## src/rtl/seven_seg_capture_pkg.sv

```systemverilog
// rtl/seven_seg_capture_pkg.sv - seven-segment pattern constants and decode function
// Purpose: active-high gfedcba patterns for hex digits and blank, plus the
// pattern -> {valid, blank, nibble} decode shared with the display encoder.
// Ports: none (package).
package seven_seg_capture_pkg;

  localparam logic [6:0] SEG_0     = 7'b0111111;
  localparam logic [6:0] SEG_1     = 7'b0000110;
  localparam logic [6:0] SEG_2     = 7'b1011011;
  localparam logic [6:0] SEG_3     = 7'b1001111;
  localparam logic [6:0] SEG_4     = 7'b1100110;
  localparam logic [6:0] SEG_5     = 7'b1101101;
  localparam logic [6:0] SEG_6     = 7'b1111101;
  localparam logic [6:0] SEG_7     = 7'b0000111;
  localparam logic [6:0] SEG_8     = 7'b1111111;
  localparam logic [6:0] SEG_9     = 7'b1101111;
  localparam logic [6:0] SEG_A     = 7'b1110111;
  localparam logic [6:0] SEG_B     = 7'b1111100;
  localparam logic [6:0] SEG_C     = 7'b0111001;
  localparam logic [6:0] SEG_D     = 7'b1011110;
  localparam logic [6:0] SEG_E     = 7'b1111001;
  localparam logic [6:0] SEG_F     = 7'b1110001;
  localparam logic [6:0] SEG_BLANK = 7'b0000000;

  typedef struct packed {
    logic       valid;
    logic       blank;
    logic [3:0] nibble;
  } seg_decode_t;

  // Blank decodes as a valid digit with nibble 0 and the blank bit set.
  function automatic seg_decode_t decode_seg(input logic [6:0] pattern);
    seg_decode_t r;
    r.valid  = 1'b1;
    r.blank  = 1'b0;
    r.nibble = 4'h0;
    case (pattern)
      SEG_0:     r.nibble = 4'h0;
      SEG_1:     r.nibble = 4'h1;
      SEG_2:     r.nibble = 4'h2;
      SEG_3:     r.nibble = 4'h3;
      SEG_4:     r.nibble = 4'h4;
      SEG_5:     r.nibble = 4'h5;
      SEG_6:     r.nibble = 4'h6;
      SEG_7:     r.nibble = 4'h7;
      SEG_8:     r.nibble = 4'h8;
      SEG_9:     r.nibble = 4'h9;
      SEG_A:     r.nibble = 4'hA;
      SEG_B:     r.nibble = 4'hB;
      SEG_C:     r.nibble = 4'hC;
      SEG_D:     r.nibble = 4'hD;
      SEG_E:     r.nibble = 4'hE;
      SEG_F:     r.nibble = 4'hF;
      SEG_BLANK: r.blank  = 1'b1;
      default:   r.valid  = 1'b0;
    endcase
    return r;
  endfunction

endpackage

```

## src/rtl/seven_seg_decode.sv

```systemverilog
// rtl/seven_seg_decode.sv - combinational seven-segment pattern decoder
// Purpose: map an active-high gfedcba pattern to {valid, blank, nibble}.
// Ports: seg (in, 7) pattern; valid/blank (out) flags; nibble (out, 4) digit value.
module seven_seg_decode
  import seven_seg_capture_pkg::*;
(
  input  logic [6:0] seg,
  output logic       valid,
  output logic       blank,
  output logic [3:0] nibble
);

  seg_decode_t dec;

  assign dec    = decode_seg(seg);
  assign valid  = dec.valid;
  assign blank  = dec.blank;
  assign nibble = dec.nibble;

endmodule

```

## src/rtl/seven_seg_capture.sv

```systemverilog
// rtl/seven_seg_capture.sv - captures a multiplexed seven-segment display into a hex frame
// Purpose: synchronise and normalise segment/select pins, accept each digit after a
// stable dwell, assemble a frame and publish it once every digit has been seen.
// Ports: clock, reset_n (async active-low); seg_in (7) segments g..a; digit_sel
// (NUM_DIGITS) strobes; error_clear clears pattern_error; value (4*NUM_DIGITS) frame;
// blank_mask (NUM_DIGITS) blank digits; frame_valid one-cycle update pulse;
// pattern_error sticky unrecognised-pattern flag.
module seven_seg_capture
  import seven_seg_capture_pkg::*;
#(
  parameter bit INVERT_SEG    = 1'b1,
  parameter bit INVERT_SEL    = 1'b1,
  parameter int NUM_DIGITS    = 4,
  parameter int STABLE_CYCLES = 4
) (
  input  logic                    clock,
  input  logic                    reset_n,
  input  logic [6:0]              seg_in,
  input  logic [NUM_DIGITS-1:0]   digit_sel,
  input  logic                    error_clear,
  output logic [4*NUM_DIGITS-1:0] value,
  output logic [NUM_DIGITS-1:0]   blank_mask,
  output logic                    frame_valid,
  output logic                    pattern_error
);

  localparam logic [7:0] CNT_MAX    = 8'(STABLE_CYCLES);
  // Commit fires on the edge the counter moves from STABLE_CYCLES-2 to STABLE_CYCLES-1.
  localparam logic [7:0] CNT_COMMIT = 8'(STABLE_CYCLES - 2);

  logic [6:0]              seg_s1_q, seg_s1_d, seg_s2_q, seg_s2_d, prev_seg_q, prev_seg_d;
  logic [NUM_DIGITS-1:0]   sel_s1_q, sel_s1_d, sel_s2_q, sel_s2_d, prev_sel_q, prev_sel_d;
  logic [7:0]              cnt_q, cnt_d;
  logic [4*NUM_DIGITS-1:0] shadow_q, shadow_d, value_q, value_d;
  logic [NUM_DIGITS-1:0]   shadow_blank_q, shadow_blank_d, blank_q, blank_d;
  logic [NUM_DIGITS-1:0]   seen_q, seen_d;
  logic                    frame_valid_q, frame_valid_d;
  logic                    err_q, err_d;

  logic [6:0]              seg_norm;
  logic [NUM_DIGITS-1:0]   sel_norm;
  logic                    same, commit;
  logic                    dec_valid, dec_blank;
  logic [3:0]              dec_nibble;

  assign seg_norm = seg_s2_q ^ {7{INVERT_SEG}};
  assign sel_norm = sel_s2_q ^ {NUM_DIGITS{INVERT_SEL}};

  seven_seg_decode u_decode (
    .seg    (seg_norm),
    .valid  (dec_valid),
    .blank  (dec_blank),
    .nibble (dec_nibble)
  );

  assign same   = (seg_norm == prev_seg_q) && (sel_norm == prev_sel_q);
  // The counter keeps running for bad selects; only the commit is suppressed.
  assign commit = same && (cnt_q == CNT_COMMIT) && $onehot(sel_norm);

  always_comb begin
    seg_s1_d       = seg_in;
    seg_s2_d       = seg_s1_q;
    sel_s1_d       = digit_sel;
    sel_s2_d       = sel_s1_q;
    prev_seg_d     = seg_norm;
    prev_sel_d     = sel_norm;
    shadow_d       = shadow_q;
    shadow_blank_d = shadow_blank_q;
    seen_d         = seen_q;
    value_d        = value_q;
    blank_d        = blank_q;
    frame_valid_d  = 1'b0;

    if (!same) begin
      cnt_d = 8'd0;
    end else if (cnt_q != CNT_MAX) begin
      cnt_d = cnt_q + 8'd1;
    end else begin
      cnt_d = cnt_q;
    end

    if (commit) begin
      for (int i = 0; i < NUM_DIGITS; i++) begin
        if (sel_norm[i]) begin
          if (dec_valid) begin
            shadow_d[4*i +: 4] = dec_nibble;
            shadow_blank_d[i]  = dec_blank;
            seen_d[i]          = 1'b1;
          end else begin
            seen_d[i] = 1'b0;
          end
        end
      end
    end

    // seen went all-ones on the previous edge: publish the frame and start over.
    if (&seen_q) begin
      value_d       = shadow_q;
      blank_d       = shadow_blank_q;
      frame_valid_d = 1'b1;
      seen_d        = '0;
    end

    err_d = error_clear ? 1'b0 : err_q;
    if (commit && !dec_valid) begin
      err_d = 1'b1;
    end
  end

  always_ff @(posedge clock or negedge reset_n) begin
    if (!reset_n) begin
      seg_s1_q       <= '0;
      seg_s2_q       <= '0;
      sel_s1_q       <= '0;
      sel_s2_q       <= '0;
      prev_seg_q     <= '0;
      prev_sel_q     <= '0;
      cnt_q          <= '0;
      shadow_q       <= '0;
      shadow_blank_q <= '0;
      seen_q         <= '0;
      value_q        <= '0;
      blank_q        <= '0;
      frame_valid_q  <= 1'b0;
      err_q          <= 1'b0;
    end else begin
      seg_s1_q       <= seg_s1_d;
      seg_s2_q       <= seg_s2_d;
      sel_s1_q       <= sel_s1_d;
      sel_s2_q       <= sel_s2_d;
      prev_seg_q     <= prev_seg_d;
      prev_sel_q     <= prev_sel_d;
      cnt_q          <= cnt_d;
      shadow_q       <= shadow_d;
      shadow_blank_q <= shadow_blank_d;
      seen_q         <= seen_d;
      value_q        <= value_d;
      blank_q        <= blank_d;
      frame_valid_q  <= frame_valid_d;
      err_q          <= err_d;
    end
  end

  assign value         = value_q;
  assign blank_mask    = blank_q;
  assign frame_valid   = frame_valid_q;
  assign pattern_error = err_q;

endmodule
```

## config.mk

```make
export PLATFORM = sky130hd
export DESIGN_NAME = seven_seg_capture
export DESIGN_NICKNAME = d
export VERILOG_FILES = /design/src/rtl/seven_seg_capture_pkg.sv /design/src/rtl/seven_seg_decode.sv /design/src/rtl/seven_seg_capture.sv
export SDC_FILE = /design/constraint.sdc
export NUM_CORES = 1
export LEC_CHECK = 0
export BUFFER_PORTS_ARGS = -buffer_cell sky130_fd_sc_hd__buf_2
export CORE_UTILIZATION = 45
export DETAILED_ROUTE_END_ITERATION = 8
export GPL_TIMING_DRIVEN = 0
export PLACE_DENSITY_LB_ADDON = 0.25
export RECOVER_POWER = 100
export SLEW_MARGIN = 20
export SYNTH_ARGS = -nofsm -noshare
export SYNTH_HDL_FRONTEND = slang
export SYNTH_SLANG_ARGS = --single-unit
```

## constraint.sdc

```tcl
create_clock -name clock -period 3.93 [get_ports clock]
set_input_delay 0.786 -clock clock [delete_from_list [all_inputs] [get_ports clock]]
set_output_delay 0.786 -clock clock [all_outputs]
set_load 0.01 [all_outputs]
```

==> results by group, run 1 <==
Clock tree
  – Hold-fix buffers, CTS: 0
  – Setup repair bufs after CTS: 0
  – CTS Sinks: a little under 90
  – Clock slew at reported path FFs: 0.09 ns
  – CTS tree: done
  – H-Tree Depth: 3
  – Root buffer cell: clkbuf_8
  – Longest Clk Path Bufs: 2
  – Total CTS buffers: 9
  – Clk_lat worst skew: between 0.3 and 0.4 ns
  – Cts repair resizes: 0

Setup path
  – WP buf/inv: 1
  – Crit Reg-Reg Startpoint: sel_s2_q[0]
  – Critical path origin: sel_s2_q[0]
  – Setup CP Type: flip-flop to flip-flop
  – Highest-delay cell along the critical path: a211oi_1
  – Crit-path max FO: 7
  – CP arrival: about 3.7 ns
  – Crit start category: flip-flop
  – Crit-path cells: fa_1, inv_1, ha_1, ha_1, or4bb_1, nor4_4, nand4_4, a211oi_1, o2bb2ai_1
  – Slowest stage delay, CP: 0.69 ns
  – Crit path top cell by count: ha_1
  – Critical Path End Type: flip-flop
  – WP data required: slightly above 4 ns
  – Critical path's top delay family: adder cells

Layout
  – Reg area: roughly 2200 sq um
  – Nets: roughly 390
  – Fillers: between 700 and 800
  – Post-layout utilization of the core: between 50 and 60%
  – Ant diodes: 0
  – Area grow syn2layout: 11.4%
  – Design area: roughly 4100 sq um
  – Footprint of the multi-input gates: between 1000 and 1500 sq um
  – Fraction of layout cells with a size suffix above 1: between 10% and 20%

STA
  – # setup viols final: 0
  – RSZ-0062 raised after global routing: false
  – Actual slew at the worst max-slew pin: about 1.5 ns
  – Max-slew headroom at the worst pin: less than 1%
  – Hold WS: ~0.34 ns
  – Peak Freq: 288 MHz
  – Fin. max-slew vios: 0
  – Fin. Hold Viols: 0
  – Layout Skew: approximately 0.014 ns
  – Fin crit share: slightly below 90%
  – Fin crit period: 3.47 ns
  – Setup TNS: 0 ns

Routing
  – Drt first pass iters: 4
  – DRC Markers: 0
  – Vias per cell: approximately 5.3
  – Detailed Route WL: 6990 microns
  – Iteration-0 DRC Markers: about 140
  – WL/cell: 14.8 microns
  – Vias after detailed routing: around 2500
  – Post-DRT Antenna Nets: 0

GRT
  – GR Overflow Total: 0
  – First-pass GRT wire length: between 10000 and 15000 microns
  – Gr usage total: between 10% and 20%
  – Largest net degree at the start of global routing: 60
  – Vias in the first global route: ~2500
  – Initial antenna violation count: 0

Yosys
  – Synthesized cell area: around 3700 sq um
  – Syn Nets: 341
  – Mean Syn Cell Area: ~12 sq um
  – Sequential element share of the synthesized area: between 50 and 60%
  – Yosys warns: 0
  – Top_reg_cell synth: dfrtp_1
  – EDFF count, synth: 0
  – Synth unique cells: 54
  – Seq cells post-synth: just under 90
  – Post-synth ARST share: between 90% and 100%
  – Mapped Cells: 321

Pwr
  – Cell Pwr Density: 393 nW/um^2
  – Leakage: 1.88 nW
  – Pwr Total: approximately 0.0016 W
  – Maximum VDD drop: between 200 and 250 uV

Floorplanning
  – Initial Util: between 40% and 50%
  – DIE HEIGHT: 92.9 microns
  – Die X: around 93 microns
  – Top-Level Pins: 36
  – Core area: 7850 sq um
  – Die ar.: 8630 sq um
  – Standard-cell rows: 32

Placed design
  – Port Buf Inserts: 35
  – Post-DP Area: 4050 sq um
  – Post-DP HPWL: between 4000 and 5000 microns
  – Final GP Congestion: approximately 0.83

Min path
  – Min-delay src: seg_s1_q[5]
  – Min-delay worst type: flip-flop to flip-flop

Run status
  – Failing checks: capacitance limit
  – Status: finished, violations left

Flow run
  – MaxCap Viol Count: 1
[layout by cell type (no fill, tap or decap), types with 3 or more instances in the layout]
master / n
o2bb2ai_1: 4
xor2_1: 3
nor2_1: 16
nor4_1: 3
o21ai_0: 5
xnor2_1: 16
dfrtp_1: 87
and3_1: 3
o22a_1: 4
a211o_1: 3
ha_1: 5
clkbuf_1: 34
buf_2: 15
a21boi_0: 4
nor3_1: 7
nand2_1: 55
a211oi_2: 3
o21a_1: 4
a2bb2oi_1: 12
clkbuf_8: 9
nand3_1: 7
a211oi_1: 9
inv_1: 21
[worst reg2reg max path, stage by stage (launching register included)]
cell and delay, ns:
dfrtp_1 0.50, fa_1 0.58, inv_1 0.05, ha_1 0.17, ha_1 0.26, or4bb_1 0.52
nor4_4 0.23, nand4_4 0.18, a211oi_1 0.70, o2bb2ai_1 0.16
[where the power goes]
| part | total [W] | switching [W] | internal (W) |
|---|---|---|---|
| Combinational | 0.0000896 | 0.0000592 | 0.0000304 |
| Clock | 0.000615 | 0.000321 | 0.000295 |
| Sequential | 0.000924 | 0.0000129 | 0.000911 |
| Total | 0.00163 | 0.000393 | 0.00124 |
[through the flow]
stage	setup slack, ns	instances
after floorplan	0.850	321
after global placement	0.567	458
after detailed placement	0.538	459
after CTS	0.515	474
after global routing	0.232	474
final	0.456	474
[flip-flops by register name (all words and copies together), names as in the netlist]
name / cells
shadow_q: 16
value: 16
cnt_q: 8
prev_seg_q: 7
seg_s1_q: 7
seg_s2_q: 7
blank_mask: 4
prev_sel_q: 4
seen_q: 4
sel_s1_q: 4
sel_s2_q: 4
shadow_blank_q: 4
frame_valid: 1
pattern_error: 1
[cell type report]
type	count	area share (%)
buffer	15	1.48
multi-input combinational	197	32.6
sequential	87	52.6
timing repair buffer	36	3.65
clock inverter	6	1.66
inverter	22	1.99
tap	102	3.08
clock buffer	9	2.99
[Yosys cell counts, types with 2 or more instances]
library cell / n / area, sq um
dfrtp_1: 87 / 2180
nand2_1: 55 / 206
inv_1: 21 / 78.8
nor2_1: 16 / 60.1
xnor2_1: 16 / 140
a2bb2oi_1: 12 / 105
a211oi_2: 7 / 87.6
buf_2: 7 / 35.0
nand3_1: 7 / 35.0
nor3_1: 7 / 35.0
a211oi_1: 5 / 37.5
ha_1: 5 / 62.6
o21ai_0: 5 / 25.0
a21boi_0: 4 / 30.0
clkbuf_1: 4 / 15.0
o21a_1: 4 / 30.0
o22a_1: 4 / 35.0
o2bb2ai_1: 4 / 35.0
a211o_1: 3 / 26.3
and3_1: 3 / 18.8
buf_4: 3 / 22.5
xor2_1: 3 / 26.3
a2111oi_0: 2 / 17.5
a2111oi_2: 2 / 30.0
nor3b_1: 2 / 15.0
nor4_1: 2 / 12.5
nor4_4: 2 / 42.5
o32ai_1: 2 / 17.5
or4b_2: 2 / 20.0
[per-layer routing]
| layer | global-route usage (%) | up-vias | routed length [microns] |
|---|---|---|---|
| li1 | - | 1218 | - |
| met1 | 25.2 | 1235 | 3350 |
| met2 | 28.1 | 57 | 3190 |
| met3 | 3.37 | 14 | 288 |
| met4 | 7.95 | 0 | 157 |
| met5 | 0 | - | 0 |
[cells by family after synthesis]
family / count (synthesis) / share of synthesized area (%)
simple gates: 109 / 15.6
buf+inv: 37 / 4.31
compound gates: 62 / 14.5
xor+xnor: 19 / 4.48
mux: 1 / 0.269
flops: 87 / 58.5
fa+ha+maj: 6 / 2.22
[worst paths after layout]
path / end / slack [ns] / cells past startpoint
worst max-delay path: shadow_blank_q[2] / 0.46 / 9
worst min-delay path: seg_s2_q[5] / 0.34 / 0
worst max register to register: shadow_blank_q[2] / 0.46 / 9
worst min register to register: seg_s2_q[5] / 0.34 / 0
max in group asynchronous: shadow_q[5] / 1.08 / 2
min in group asynchronous: value[14] / 0.78 / 1
Note: power is estimated with default switching activity, not from simulation.
==> run 2, diff against run 1 <==
- CORE_MARGIN: unset -> 10
==> run 2 against run 1 <==
The run still ends with capacitance limit left. Worst hold slack improved by 0.0057 ns. Worst setup slack got worse by 0.034 ns. Maximum frequency decreased by 0.98%. Design area increased by 0.39%. Sequential cell count unchanged. Clock-buffer cell count increased by 1. Combinational power decreased by 1%. Critical path depth unchanged. Clock power increased by 11%. Wire length increased by 2.5%.
==> results by group, run 2 (synthesized netlist as in run 1, its figures left out) <==
Placed design
  – Placed insts: 462 (+0.65%)
  – Final GP Congestion: 0.782 (-6.3%)
  – Post-DP Area: 4060 sq um (about the same)
  – Post-DP HPWL: 5130 microns (+4.1%)
  – Port Buf Inserts: 35 (unchanged)

Layout
  – Layout Cells excl Fill: 478 (+0.84%)
  – Fraction of layout cells with a size suffix above 1: 11.5% (-0.30 points)
  – Commonest non-fill, non-tap cell in the layout: dfrtp_1
  – Fillers: 742 (-0.27%)
  – Most frequent cells in the layout: 87 x dfrtp_1, 55 x nand2_1, 35 x clkbuf_1
  – Post-layout utilization of the core: 51.1% (-1.7 points)
  – Design area: 4160 sq um (+0.39%)
  – Nets: 388 (unchanged)
  – Area grow syn2layout: 11.8%
  – Ant diodes: 0 (unchanged)

Routing
  – Vias per cell: 5.09 (-4.4%)
  – Post-DRT Antenna Nets: 0 (unchanged)
  – DRC Markers: 0 (unchanged)
  – Detailed Route WL: 7170 microns (+2.5%)
  – Iteration-0 DRC Markers: 147 (+7.3%)
  – WL/cell: 15.0 microns (+1.6%)
  – Drt first pass iters: 4 (unchanged)
  – Vias after detailed routing: 2434 (-3.6%)

Floorplanning
  – Die X: 111 microns (+19%)
  – Standard-cell rows: 33 (+3.1%)
  – Initial Util: 45.7% (-1.7 points)
  – DIE HEIGHT: 111 microns (+19%)
  – Top-Level Pins: 36 (unchanged)
  – Core area: 8130 sq um (+3.7%)
  – Die ar.: 12300 sq um (+43%)

Clock tree
  – Setup repair bufs after CTS: 0 (unchanged)
  – H-Tree Depth: 3 (unchanged)
  – Cts repair resizes: 0 (unchanged)
  – Total CTS buffers: 9 (unchanged)
  – Hold-fix buffers, CTS: 0 (unchanged)
  – Longest Clk Path Bufs: 2 (unchanged)
  – CTS Sinks: 87 (unchanged)
  – Clk_lat worst skew: 0.35 ns (about the same)
  – Root buffer cell: clkbuf_8
  – CTS tree: done
  – Clock slew at reported path FFs: 0.08 ns (about the same)

GRT
  – Largest net degree at the start of global routing: 61 (+1.7%)
  – GR Overflow Total: 0 (unchanged)
  – Vias in the first global route: 2434 (-3.0%)
  – Initial antenna violation count: 0 (unchanged)
  – Gr usage total: 11.8% (-6.4 points)
  – First-pass GRT wire length: 12200 microns (+1.8%)

STA
  – Max-slew headroom at the worst pin: 0.632% (+0.076 points)
  – RSZ-0062 raised after global routing: false
  – # setup viols final: 0 (unchanged)
  – Fin crit period: 3.51 ns (+0.0342 ns)
  – Actual slew at the worst max-slew pin: 1.49 ns (-0.00115 ns)
  – Peak Freq: 285 MHz (-0.98%)
  – Fin. Hold Viols: 0 (unchanged)
  – Fin crit share: 89.3% (+0.87 points)
  – Setup TNS: 0 ns (unchanged)
  – Fin. max-slew vios: 0 (unchanged)
  – Layout Skew: 0.0113 ns (-0.00268 ns)

Setup path
  – CP arrival: 3.72 ns (+0.03 ns)
  – WP data required: 4.14 ns (about the same)
  – Critical path's top delay family: adder cells
  – Crit-path max FO: 7 (unchanged)
  – Crit start category: flip-flop
  – Critical Path End Type: flip-flop
  – Slowest stage delay, CP: 0.71 ns (+0.02 ns)
  – Highest-delay cell along the critical path: a211oi_1
  – Crit path top cell by count: ha_1
  – Setup CP Type: flip-flop to flip-flop
  – Crit-path cells: fa_1, inv_1, ha_1, ha_1, or4bb_1, nor4_4, nand4_1, a211oi_1, o2bb2ai_1
  – WP buf/inv: 1 (unchanged)

Pwr
  – Leakage: 1.88 nW (-0.29%)
  – Cell Pwr Density: 407 nW/um^2 (+3.5%)
  – Maximum VDD drop: 232 uV (+2.9%)

Run status
  – Failing checks: capacitance limit
  – Status: finished, violations left

Min path
  – Min-delay worst type: flip-flop to flip-flop

Flow run
  – MaxCap Viol Count: 1 (unchanged)
## run 2: cell types whose count changed in the layout (fill, tap and decap cells not counted)
cell | before | now
nand4_1 | 1 | 2
clkbuf_1 | 34 | 35
clkinv_2 | 1 | 0
clkinv_4 | 1 | 0
clkinvlp_4 | 1 | 2
nand4_4 | 1 | 0
bufinv_16 | 1 | 2
## run 2: per-layer routing
| metal | track usage (%) | vias up | wire length [microns] |
|---|---|---|---|
| met4 | 3.65 | 0 | 61 |
| met3 | 3.73 | 5 | 379 |
| li1 | - | 1213 | - |
| met2 | 17.6 | 54 | 3240 |
| met5 | 0 | - | 0 |
| met1 | 15.9 | 1162 | 3490 |
## run 2: worst paths after layout
kind | slack [ns] | start | endpoint | cells after the start
max reg2reg | 0.42 | sel_s2_q[0] | shadow_blank_q[2] | 9
min in group asynchronous | 0.78 | reset_n | value[5] | 1
max in group asynchronous | 1.04 | reset_n | prev_seg_q[2] | 2
max | 0.42 | sel_s2_q[0] | shadow_blank_q[2] | 9
min reg2reg | 0.35 | seg_s1_q[0] | seg_s2_q[0] | 0
min | 0.35 | seg_s1_q[0] | seg_s2_q[0] | 0
## run 2: per-stage QoR
| step | hold slack, ns | power, W | setup WS (ns) |
|---|---|---|---|
| 6_report | 0.350 | 0.00169 | 0.422 |
| 5_1_grt | 0.357 | 0.00177 | 0.238 |
| 4_1_cts | 0.353 | 0.00172 | 0.552 |
| 3_5_place_dp | 0.335 | 0.00104 | 0.557 |
| 3_3_place_gp | 0.332 | 0.00103 | 0.559 |
| 2_1_floorplan | 0.331 | 0.000998 | 0.850 |
## run 2: layout make-up
type,count,area (sq um),area share [%]
clock inverters,6,92.6,2.23
inverters,22,82.6,1.99
multi-input cells,197,1340,32.1
repair buffers,36,151,3.64
plain buffers,15,61.3,1.47
clock buffers,10,128,3.07
well taps,105,131,3.16
flip-flops and latches,87,2180,52.3
## run 2: power by group
part / internal [W] / switching [W] / leakage [nW]
Sequential: 0.000911 / 0.0000131 / 1.14
Clock: 0.000363 / 0.000317 / 0.104
Combinational: 0.0000302 / 0.0000582 / 0.634
==> run 3, diff against run 2 <==
- SYNTH_HIERARCHICAL: unset -> 1
==> run 3 against run 2 <==
The run ends with capacitance limit, slew limit left. Clock skew down 0.00072 ns. Synthesized cell count up 3.7%. Clock power down 2%. Maximum frequency up 11%. Clock-buffer cell count up 1. First-iteration DRC count down 27%. Total power down 0.11%. Non-clock buffer count down 3. Worst hold slack worse by 0.0023 ns. Register-to-register slack better by 0.35 ns. Critical endpoint is now shadow_q[13].
==> results by group, run 3 <==
Yosys
  – Seq cells post-synth: 87 (unchanged)
  – Most frequent cell after synthesis: dfrtp_1
  – Post-synth ARST share: 100% (unchanged)
  – Sequential element share of the synthesized area: 58.8% (+0.22 points)
  – Synth top cells by count: 87 x dfrtp_1, 73 x nand2_1, 21 x inv_1, 20 x mux2_2, 15 x xnor2_1
  – Syn Nets: 353 (+3.5%)
  – Synth unique cells: 38 (-30%)
  – Area leader, netlist: dfrtp_1
  – EDFF count, synth: 0 (unchanged)
  – Ranking of synthesized cells by area: dfrtp_1 59%, nand2_1 7.4%, mux2_2 6.1%, xnor2_1 3.5%, inv_1 2.1%
  – Yosys warns: 6 (+6)
  – Share of the synthesized area in the top cell type: 58.8% (+0.22 points)
  – Mapped Cells: 333 (+3.7%)
  – Synthesized cell area: 3700 sq um (-0.37%)
  – Top_reg_cell synth: dfrtp_1
  – Mean Syn Cell Area: 11.1 sq um (-4.0%)

Setup path
  – Slowest stage delay, CP: 0.56 ns (-0.15 ns)
  – CP arrival: 3.39 ns (-0.33 ns)
  – WP buf/inv: 2 (+1)
  – WP data required: 4.17 ns (+0.03 ns)
  – Crit-path cells: fa_1, inv_1, ha_1, ha_1, nor4b_1, and4_1, clkbuf_1, nand4_1, mux2_2
  – Critical Path End Type: flip-flop
  – Crit path top cell by count: ha_1
  – Critical path's top delay family: adder cells
  – Highest-delay cell along the critical path: fa_1
  – Setup CP Type: flip-flop to flip-flop
  – Crit start category: flip-flop
  – Crit-path max FO: 9 (+2)

Routing
  – Vias per cell: 5.07 (-0.40%)
  – DRC Markers: 0 (unchanged)
  – Post-DRT Antenna Nets: 0 (unchanged)
  – WL/cell: 14.1 microns (-6.3%)
  – Vias after detailed routing: 2485 (+2.1%)
  – Drt first pass iters: 5 (+1)
  – Iteration-0 DRC Markers: 107 (-27%)
  – Detailed Route WL: 6890 microns (-3.9%)

GRT
  – Largest net degree at the start of global routing: 59 (-3.3%)
  – Gr usage total: 11.9% (+0.049 points)
  – Vias in the first global route: 2543 (+4.5%)
  – First-pass GRT wire length: 12300 microns (+0.51%)
  – Initial antenna violation count: 0 (unchanged)
  – GR Overflow Total: 0 (unchanged)

Layout
  – Nets: 400 (+3.1%)
  – Fillers: 782 (+5.4%)
  – Area grow syn2layout: 13.4%
  – Most frequent cells in the layout: 87 x dfrtp_1, 73 x nand2_1, 30 x clkbuf_1
  – Ant diodes: 0 (unchanged)
  – Fraction of layout cells with a size suffix above 1: 15.3% (+3.8 points)
  – Commonest non-fill, non-tap cell in the layout: dfrtp_1

Clock tree
  – Root buffer cell: clkbuf_8
  – Clk_lat worst skew: 0.35 ns (about the same)
  – CTS tree: done
  – Hold-fix buffers, CTS: 0 (unchanged)
  – CTS Sinks: 87 (unchanged)
  – Clock slew at reported path FFs: 0.09 ns (about the same)
  – Cts repair resizes: 0 (unchanged)
  – H-Tree Depth: 3 (unchanged)
  – Total CTS buffers: 9 (unchanged)
  – Longest Clk Path Bufs: 2 (unchanged)
  – Setup repair bufs after CTS: 0 (unchanged)

Pwr
  – Leakage: 1.99 nW (+6.2%)
  – Logic pwr share: 6.0% (+0.8 points)
  – Switching portion of total power: 22.9% (-0.072 points)
  – Seq pwr share: 54.5% (about the same)
  – Sw Pwr: 0.000387 W (-0.42%)
  – Cell Pwr Density: 403 nW/um^2 (-1.1%)
  – Maximum VDD drop: 192 uV (-17%)
  – Pint: 0.00130 W (about the same)
  – Clock power frac: 39.5% (-0.7 points)

Placed design
  – Final GP Congestion: 0.843 (+7.8%)
  – Port Buf Inserts: 35 (unchanged)
  – Dpl ws: 0.937 ns (+0.380 ns)
  – Post-DP HPWL: 4940 microns (-3.6%)

Floorplanning
  – DIE HEIGHT: 111 microns (-0.15%)
  – Core area: 8090 sq um (-0.51%)
  – Initial Util: 45.8% (+0.063 points)
  – Die ar.: 12300 sq um (-0.31%)
  – Top-Level Pins: 36 (unchanged)
  – Die X: 111 microns (-0.15%)
  – Standard-cell rows: 33 (unchanged)

STA
  – Worst setup margin: 0.774 ns (+0.352 ns)
  – Actual slew at the worst max-slew pin: 1.60 ns (+0.107 ns)
  – # setup viols final: 0 (unchanged)
  – Setup TNS: 0 ns (unchanged)
  – Max-slew headroom at the worst pin: -6.48% (-7.1 points)
  – Fin crit share: 80.3% (-8.9 points)
  – Fin. max-slew vios: 31 (+31)
  – Fin. Hold Viols: 0 (unchanged)
  – Peak Freq: 317 MHz (+11%)
  – Hold WS: 0.348 ns (-0.00227 ns)
  – Layout Skew: 0.0106 ns (-0.000722 ns)
  – Fin crit period: 3.16 ns (-0.352 ns)
  – RSZ-0062 raised after global routing: false

Run status
  – Failing checks: capacitance limit, slew limit
  – Status: finished, violations left

Min path
  – Min-delay worst type: flip-flop to flip-flop

Flow run
  – MaxCap Viol Count: 1 (unchanged)
-- run 3: metal layers --
layer	vias to the layer above	routed length (microns)	global-route usage (%)
li1	1227	-	-
met3	13	213	2.60
met4	0	118	5.03
met2	44	3250	18.7
met5	-	0	0
met1	1201	3300	15.3
-- run 3: power by group through the flow --
stage | clock network [W] | registers, W | logic, W
final | 0.000667 | 0.000922 | 0.000102
after global placement | 0 | 0.000939 | 0.0000997
after floorplan | 0 | 0.000937 | 0.0000644
after CTS | 0.000681 | 0.000922 | 0.000107
after global routing | 0.000730 | 0.000924 | 0.000118
after detailed placement | 0 | 0.000940 | 0.000107
-- run 3: final timing paths --
check	from	end	slack [ns]	cells past startpoint
max	sel_s2_q[0]	shadow_q[13]	0.77	9
min	sel_s1_q[1]	sel_s2_q[1]	0.35	0
max reg2reg	sel_s2_q[0]	shadow_q[13]	0.77	9
min reg2reg	sel_s1_q[1]	sel_s2_q[1]	0.35	0
max in group asynchronous	reset_n	seg_s2_q[3]	1.02	2
min in group asynchronous	reset_n	cnt_q[4]	0.83	1
-- run 3: worst reg2reg max path, stage by stage, from the launching register on --
cell      delay [ns]
dfrtp_1         0.46
fa_1            0.56
inv_1           0.04
ha_1            0.17
ha_1            0.27
nor4b_1         0.26
and4_1          0.22
clkbuf_1        0.29
nand4_1         0.38
mux2_2          0.39
-- run 3: layout make-up --
type / count / area [sq um] / area share [%]
Timing Repair Buffer: 36 / 151 / 3.60
Buffer: 12 / 56.3 / 1.34
Clock buffer: 11 / 131 / 3.13
Clock inverter: 5 / 82.6 / 1.97
Inverter: 21 / 78.8 / 1.88
Sequential cell: 87 / 2180 / 51.8
Tap cell: 105 / 131 / 3.13
Multi-Input combinational cell: 213 / 1390 / 33.1
-- run 3: cell families after synthesis --
logic type	Yosys count	share of synthesized area, %
buf+inv	33	3.68
xor+xnor	17	4.02
flops	87	58.8
simple gates	145	19.7
mux	26	7.70
fa+ha+maj	6	2.23
compound gates	19	3.92
-- run 3: per-stage QoR --
stage | util [%] | total power (W) | cells | cell area [sq um]
3_3_place_gp | 49.6 | 0.00104 | 473 | 4010
3_5_place_dp | 49.9 | 0.00105 | 474 | 4040
2_1_floorplan | - | 0.00100 | 333 | 3700
5_1_grt | 51.9 | 0.00177 | 490 | 4200
4_1_cts | 52.6 | 0.00171 | 490 | 4260
6_report | 51.9 | 0.00169 | 490 | 4200
